### config.mk
export PLATFORM = sky130hd
export DESIGN_NAME = ysyx_22051013_bpu_dynamic
export DESIGN_NICKNAME = d
export VERILOG_FILES = /design/src/rtl/ysyx_22051013_bpu_dynamic_pkg.sv /design/src/rtl/ysyx_22051013_bpu_dynamic_ras.sv /design/src/rtl/ysyx_22051013_bpu_dynamic.sv
export SDC_FILE = /design/constraint.sdc
export NUM_CORES = 1
export LEC_CHECK = 0
export CELL_PAD_IN_SITES_DETAIL_PLACEMENT = 0
export CELL_PAD_IN_SITES_GLOBAL_PLACEMENT = 2
export CORE_UTILIZATION = 39
export DETAILED_ROUTE_END_ITERATION = 7
export PLACE_DENSITY = 0.84
export SYNTH_ARGS = -nofsm -noshare
export SYNTH_HDL_FRONTEND = slang
export SYNTH_HIERARCHICAL = 1
export SYNTH_SLANG_ARGS = --single-unit
### constraint.sdc
create_clock -name clk -period 5.75 [get_ports clk]
set_input_delay 0.575 -clock clk [delete_from_list [all_inputs] [get_ports clk]]
set_output_delay 0.575 -clock clk [all_outputs]
set_load 0.05 [all_outputs]
### src/rtl/ysyx_22051013_bpu_dynamic_pkg.sv
// Shared decode constants and encodings for the dynamic ID-stage branch predictor.
package ysyx_22051013_bpu_dynamic_pkg;

  localparam logic [6:0] OP_JAL    = 7'b1101111;
  localparam logic [6:0] OP_JALR   = 7'b1100111;
  localparam logic [6:0] OP_BRANCH = 7'b1100011;

  localparam logic [4:0] REG_RA = 5'd1;
  localparam logic [4:0] REG_T0 = 5'd5;

  localparam logic [1:0] BHT_INIT_DEF = 2'b01;

  typedef enum logic [1:0] {
    SRC_SEQ = 2'd0,
    SRC_JAL = 2'd1,
    SRC_BHT = 2'd2,
    SRC_RAS = 2'd3
  } pred_src_e;

  function automatic logic is_link(input logic [4:0] r);
    return (r == REG_RA) || (r == REG_T0);
  endfunction

  function automatic logic [31:0] imm_j(input logic [31:0] inst);
    return {{12{inst[31]}}, inst[19:12], inst[20], inst[30:21], 1'b0};
  endfunction

  function automatic logic [31:0] imm_b(input logic [31:0] inst);
    return {{20{inst[31]}}, inst[7], inst[30:25], inst[11:8], 1'b0};
  endfunction

endpackage

### src/rtl/ysyx_22051013_bpu_dynamic_ras.sv
// Return-address stack: circular buffer with saturating occupancy count.
module ysyx_22051013_ras #(
  parameter int unsigned PC_W  = 64,
  parameter int unsigned DEPTH = 4
) (
  input  logic            clk,
  input  logic            rst,
  input  logic            flush_i,
  input  logic            push_i,
  input  logic            pop_i,
  input  logic [PC_W-1:0] push_addr_i,
  output logic [PC_W-1:0] top_o,
  output logic            empty_o
);

  localparam int unsigned PTR_W = $clog2(DEPTH);
  localparam int unsigned CNT_W = $clog2(DEPTH + 1);

  logic [PC_W-1:0]  stack_q [DEPTH];
  logic [PTR_W-1:0] ptr_q, ptr_d, top_idx, wr_idx;
  logic [CNT_W-1:0] cnt_q, cnt_d;
  logic             wr_en;

  // ptr_q is the next free slot; the top entry sits one below it.
  assign top_idx = ptr_q - PTR_W'(1);
  assign empty_o = (cnt_q == '0);
  assign top_o   = stack_q[top_idx];

  always_comb begin
    ptr_d  = ptr_q;
    cnt_d  = cnt_q;
    wr_en  = 1'b0;
    wr_idx = ptr_q;
    if (flush_i) begin
      ptr_d = '0;
      cnt_d = '0;
    end else if (push_i && pop_i && !empty_o) begin
      wr_en  = 1'b1;
      wr_idx = top_idx;
    end else if (push_i) begin
      // Full push wraps onto the oldest entry; count saturates.
      wr_en = 1'b1;
      ptr_d = ptr_q + PTR_W'(1);
      if (cnt_q != CNT_W'(DEPTH)) cnt_d = cnt_q + CNT_W'(1);
    end else if (pop_i && !empty_o) begin
      ptr_d = top_idx;
      cnt_d = cnt_q - CNT_W'(1);
    end
  end

  always_ff @(posedge clk) begin
    if (rst) begin
      ptr_q <= '0;
      cnt_q <= '0;
    end else begin
      ptr_q <= ptr_d;
      cnt_q <= cnt_d;
    end
  end

  always_ff @(posedge clk) begin
    if (!rst && wr_en) stack_q[wr_idx] <= push_addr_i;
  end

endmodule

### src/rtl/ysyx_22051013_bpu_dynamic.sv
// ID-stage next-PC predictor: JAL always taken, BHT for branches, RAS for returns.
module ysyx_22051013_bpu_dynamic
  import ysyx_22051013_bpu_dynamic_pkg::*;
#(
  parameter int unsigned PC_W      = 64,
  parameter int unsigned BHT_IDX_W = 6,
  parameter int unsigned RAS_DEPTH = 4,
  parameter logic [1:0]  BHT_INIT  = BHT_INIT_DEF
) (
  input  logic            clk,
  input  logic            rst,
  input  logic [31:0]     inst,
  input  logic [PC_W-1:0] pc_i,
  input  logic            id_fire,
  input  logic            upd_valid,
  input  logic [PC_W-1:0] upd_pc,
  input  logic            upd_taken,
  input  logic            flush,
  output logic [PC_W-1:0] pc_o,
  output logic            bpu_jump,
  output logic [1:0]      pred_src
);

  localparam int unsigned BHT_N = 2 ** BHT_IDX_W;

  logic [1:0]           bht_q [BHT_N];
  logic [6:0]           opcode;
  logic [4:0]           rd, rs1;
  logic                 is_jal, is_jalr, is_branch, is_return;
  logic                 ras_push, ras_pop, ras_empty;
  logic [PC_W-1:0]      ras_top, seq_pc, jimm, bimm;
  logic [BHT_IDX_W-1:0] lk_idx, up_idx;
  logic [1:0]           lk_ctr, up_ctr;
  pred_src_e            src;
  logic                 unused_upd_pc;

  assign opcode    = inst[6:0];
  assign rd        = inst[11:7];
  assign rs1       = inst[19:15];
  assign is_jal    = (opcode == OP_JAL);
  assign is_jalr   = (opcode == OP_JALR);
  assign is_branch = (opcode == OP_BRANCH);
  assign is_return = is_jalr && (rd == '0) && is_link(rs1);

  assign jimm   = PC_W'($signed(imm_j(inst)));
  assign bimm   = PC_W'($signed(imm_b(inst)));
  assign seq_pc = pc_i + PC_W'(4);

  assign lk_idx = pc_i[BHT_IDX_W+1:2];
  assign up_idx = upd_pc[BHT_IDX_W+1:2];
  assign lk_ctr = bht_q[lk_idx];
  assign up_ctr = bht_q[up_idx];

  assign unused_upd_pc = ^{upd_pc[PC_W-1:BHT_IDX_W+2], upd_pc[1:0]};

  // A coroutine swap (jalr with distinct link rd and rs1) pops and pushes at once.
  assign ras_push = id_fire && (is_jal || is_jalr) && is_link(rd);
  assign ras_pop  = id_fire && is_jalr && is_link(rs1) &&
                    ((rd == '0) || (is_link(rd) && (rd != rs1)));

  ysyx_22051013_ras #(
    .PC_W  (PC_W),
    .DEPTH (RAS_DEPTH)
  ) u_ras (
    .clk         (clk),
    .rst         (rst),
    .flush_i     (flush),
    .push_i      (ras_push),
    .pop_i       (ras_pop),
    .push_addr_i (seq_pc),
    .top_o       (ras_top),
    .empty_o     (ras_empty)
  );

  always_comb begin
    pc_o     = seq_pc;
    bpu_jump = 1'b0;
    src      = SRC_SEQ;
    if (rst) begin
      pc_o = '0;
    end else if (is_jal) begin
      pc_o     = pc_i + jimm;
      bpu_jump = 1'b1;
      src      = SRC_JAL;
    end else if (is_branch && lk_ctr[1]) begin
      pc_o     = pc_i + bimm;
      bpu_jump = 1'b1;
      src      = SRC_BHT;
    end else if (is_return && !ras_empty) begin
      pc_o     = ras_top;
      bpu_jump = 1'b1;
      src      = SRC_RAS;
    end
  end

  assign pred_src = src;

  always_ff @(posedge clk) begin
    if (rst) begin
      for (int unsigned i = 0; i < BHT_N; i++) bht_q[i] <= BHT_INIT;
    end else if (upd_valid) begin
      if (upd_taken && (up_ctr != 2'b11))       bht_q[up_idx] <= up_ctr + 2'd1;
      else if (!upd_taken && (up_ctr != 2'b00)) bht_q[up_idx] <= up_ctr - 2'd1;
    end
  end

endmodule

==> summary.txt, run 1 <==
Die
  – Die area: 0.0674 mm^2
  – I/O pins: 233
  – Die X: 260 um
  – Die H: 260 um
  – Row cnt: 94
  – Initial core utilization: 39.4%
  – Core Box Area: 0.0657 mm^2

Job
  – Maxcap violations: 0

Global routing
  – GRT Overall Usage: 28.3%
  – Pin count of the biggest net entering global routing: 53
  – Vias in the first global route: 22078
  – Remaining global-route overflow: 0
  – First-pass GRT wire length: 142000 um
  – Initial antenna violation count: 0

Detailed routing
  – Routed via count: 22316
  – Routed len/inst: 26.9 um
  – First-pass detailed-route iteration total: 5
  – Routed WL: 96100 um
  – Routed Antenna Nets: 0
  – # DRC: 0
  – Routed vias/inst: 6.25
  – Initial drt markers: 2191

STA
  – F_max: 179 MHz
  – Slew @ Worst Pin: 1.08 ns
  – Final setup violating endpoints: 0
  – Slew HR: 27.1%
  – Final Hold Fails: 0
  – Worst clock skew: 0.0407 ns
  – Fin worst setup slack: 0.175 ns
  – Hold Slack: 0.617 ns
  – Max-slew violations: 0
  – Setup_tns: 0 ns
  – Unrepaired setup endpoints after global routing: no
  – Final min period: 5.57 ns
  – Crit share post-route: 97.0%

Worst setup path
  – Worst path depth: 15
  – Setup crit start: pc_i[3]
  – Critical path's largest stage delay: 0.58 ns
  – Critical Path Most Common Cell: buf_4
  – Startpoint Class: primary input
  – Worst path top cell family by delay: compound AO/OA/AOI/OAI gates
  – R2R Path End: bht_q[34][0]$_SDFFCE_PN1P_
  – Buf+Inv Stages, Crit Path: 5
  – CP Class: in -> out
  – Critical Path End: pc_o[53]
  – Worst path cell trace: clkdlybuf4s50_1 -> buf_4 -> nor2b_1 -> a22oi_1 -> nand3_1 -> o21ai_0 -> a21oi_1 -> a211o_2 -> nand2_1 -> buf_4 -> a31oi_1 -> o31ai_1 -> nor4_1 -> buf_4 -> buf_12
  – WP data required: 5.18 ns
  – Worst EP arrival: 5.00 ns
  – CP max stage cell: a211o_2
  – CP Max Fanout: 17
  – Crit. End Element: output pin
  – FF-to-FF Start: bht_q[8][0]$_SDFFCE_PN1P_
  – FF-to-FF path depth: 12
  – R2R setup slack: 1.81 ns

Final layout
  – Final instance area: 0.0311 mm^2
  – ANT cells: 0
  – Share of layout cells above drive strength 1: 15.8%
  – Commonest non-fill, non-tap cells in the layout: edfxtp_1 (384), nor2_1 (273), nand2_1 (234), a21oi_1 (170), o21ai_0 (137)
  – Synth-to-Final Area Change: 20.1%
  – Final core utilization: 47.2%
  – Fillcell total: 5996
  – Non-filler instance count after layout: 3570
  – Final nets: 2915
  – Most common cell after layout, fill and taps aside: edfxtp_1

CTS
  – Num Clock Sinks: 389
  – CTS tree: built
  – Clock Latency Late Sink: 0.62 ns
  – Hold Buf Count CTS: 0
  – Post-CTS Resized: 0
  – Worst-path clk slew: 0.06 ns
  – CTS Buf Count: 45
  – H-tree depth: 2
  – Root buf cell: clkbuf_16
  – Longest Clk Path Bufs: 3
  – Post-CTS Setup Bufs: 0

Placed design
  – Port Buffers: 174
  – Post-Place Cell Area: 0.0295 mm^2
  – Routability cong.: 0.956
  – Place WS: 0.248 ns
  – Placed Cells incl. Taps: 3486
  – Post-detailed-placement half-perimeter wirelength: 70700 um

Pwr
  – Pwr per Cell Area: 249 mW/mm^2
  – Switching Fraction: 29.7%
  – P_sw: 2.29 mW
  – Combinational power share: 21.3%
  – Reg power frac: 40.6%
  – Cell internal pwr: 5.43 mW
  – Total power: 7.73 mW
  – Pleak: 10.6 nW
  – Clock share of power: 38.1%
  – Max VDD drop: 239 uV

Synth
  – Synth Instances: 2496
  – Async SR Flop Fraction: 0%
  – Register area share after synthesis: 45.0%
  – Leading area contributor after synthesis: edfxtp_1
  – Number of distinct library cells after synthesis: 91
  – Avg Inst Size Synth: 10.4 um^2
  – Post-synth EDFFs: 384
  – Synth top area share: 44.6%
  – Net Count, Synth: 2741
  – Area of the mapped netlist: 0.0259 mm^2
  – Top FF cell, synth: edfxtp_1
  – Synth area leaders: edfxtp_1 (45%), mux4_2 (7.3%), nor2_1 (4.0%)
  – Synthesized flop and latch total: 389
  – YS warnings: 6

Hold path
  – Hold Path Class: in -> reg

Run status
  – Outcome: completed
==> power groups by stage <==
stage / clock network (mW) / logic, mW / registers, mW
4_1_cts: 2.98 / 1.62 / 3.14
3_3_place_gp: 0 / 1.60 / 3.20
5_1_grt: 3.08 / 1.75 / 3.14
2_1_floorplan: 0 / 0.950 / 3.20
3_5_place_dp: 0 / 1.61 / 3.20
6_report: 2.94 / 1.64 / 3.14
==> layout make-up <==
type                            count  area, um^2  area share [%]
Sequential cell                   389       11600            37.5
Tap cell                          864        1080            3.48
Multi-Input combinational cell   1897       13400            43.1
Clock buffer                       50        1140            3.69
Inverter                           47         176           0.568
Clock inverter                     33         384            1.24
Timing Repair Buffer              290        3260            10.5
==> worst min path at each step <==
| stage | from | endpoint | slack (ns) | depth (start not counted) |
|---|---|---|---|---|
| 3_5_place_dp | u_ras/cnt_q[0]$_SDFFE_PP0P_ | u_ras/cnt_q[0]$_SDFFE_PP0P_ | 0.63 | 2 |
| 4_1_cts | pc_i[2] | u_ras/stack_q[2][2]$_DFFE_PP_ | 0.60 | 2 |
| 2_1_floorplan | u_ras/cnt_q[0]$_SDFFE_PP0P_ | u_ras/cnt_q[0]$_SDFFE_PP0P_ | 0.56 | 2 |
| 3_3_place_gp | u_ras/cnt_q[0]$_SDFFE_PP0P_ | u_ras/cnt_q[0]$_SDFFE_PP0P_ | 0.59 | 2 |
| 6_report | pc_i[2] | u_ras/stack_q[1][2]$_DFFE_PP_ | 0.62 | 2 |
| 5_1_grt | pc_i[2] | u_ras/stack_q[1][2]$_DFFE_PP_ | 0.66 | 2 |
==> metal layers <==
layer  wire (um)  up-vias  part of all wire [%]  global-route usage [%]
met2       45200      974                    47                    46.4
li1            -     9934                     -                       -
met1       40800    11209                    43                    38.5
met5           0        -                     0                       0
met4        3580        0                   3.7                    10.5
met3        6480      199                   6.7                    3.41
==> registers in the layout (all words and copies together), names as in the netlist <==
signal         cells
bht_q            128
u_ras/cnt_q        3
u_ras/ptr_q        2
u_ras/stack_q    256
==> cell families (layout without fill, tap and decap cells) <==
logic type,after synthesis,in the layout,synth area share [%]
AND/OR/NAND/NOR,844,844,15.4
AO/OA/AOI/OAI,723,723,18.8
flip-flops,389,389,45.0
buffers and inverters,210,420,3.59
multiplexers,135,135,9.39
XOR/XNOR,116,116,3.93
adder cells (fa/ha/maj),79,79,3.91
==> cell usage after synthesis, types with 39 or more instances <==
cell,count
o21ai_0,137
edfxtp_1,384
nor2_1,276
a21oi_1,170
nand3_1,63
mux4_2,84
ha_1,76
nand4_1,50
mux2i_1,41
nand2_1,234
xor2_1,43
a21o_1,59
nor3_1,39
and3_1,39
inv_1,46
o21bai_1,49
xnor2_1,73
clkbuf_1,102
Note: power is estimated with default switching activity, not from simulation.
==> inputs of run 2 (changes only) <==
--- a/config.mk
+++ b/config.mk
@@ -5,6 +5,7 @@
 export SDC_FILE = /design/constraint.sdc
 export NUM_CORES = 1
 export LEC_CHECK = 0
+export ABC_CLOCK_PERIOD_IN_PS = 5750
 export CELL_PAD_IN_SITES_DETAIL_PLACEMENT = 0
 export CELL_PAD_IN_SITES_GLOBAL_PLACEMENT = 2
 export CORE_UTILIZATION = 39
==> results of run 2 <==
Same layout as run 1: the final DEF is identical, and so are final timing and power.
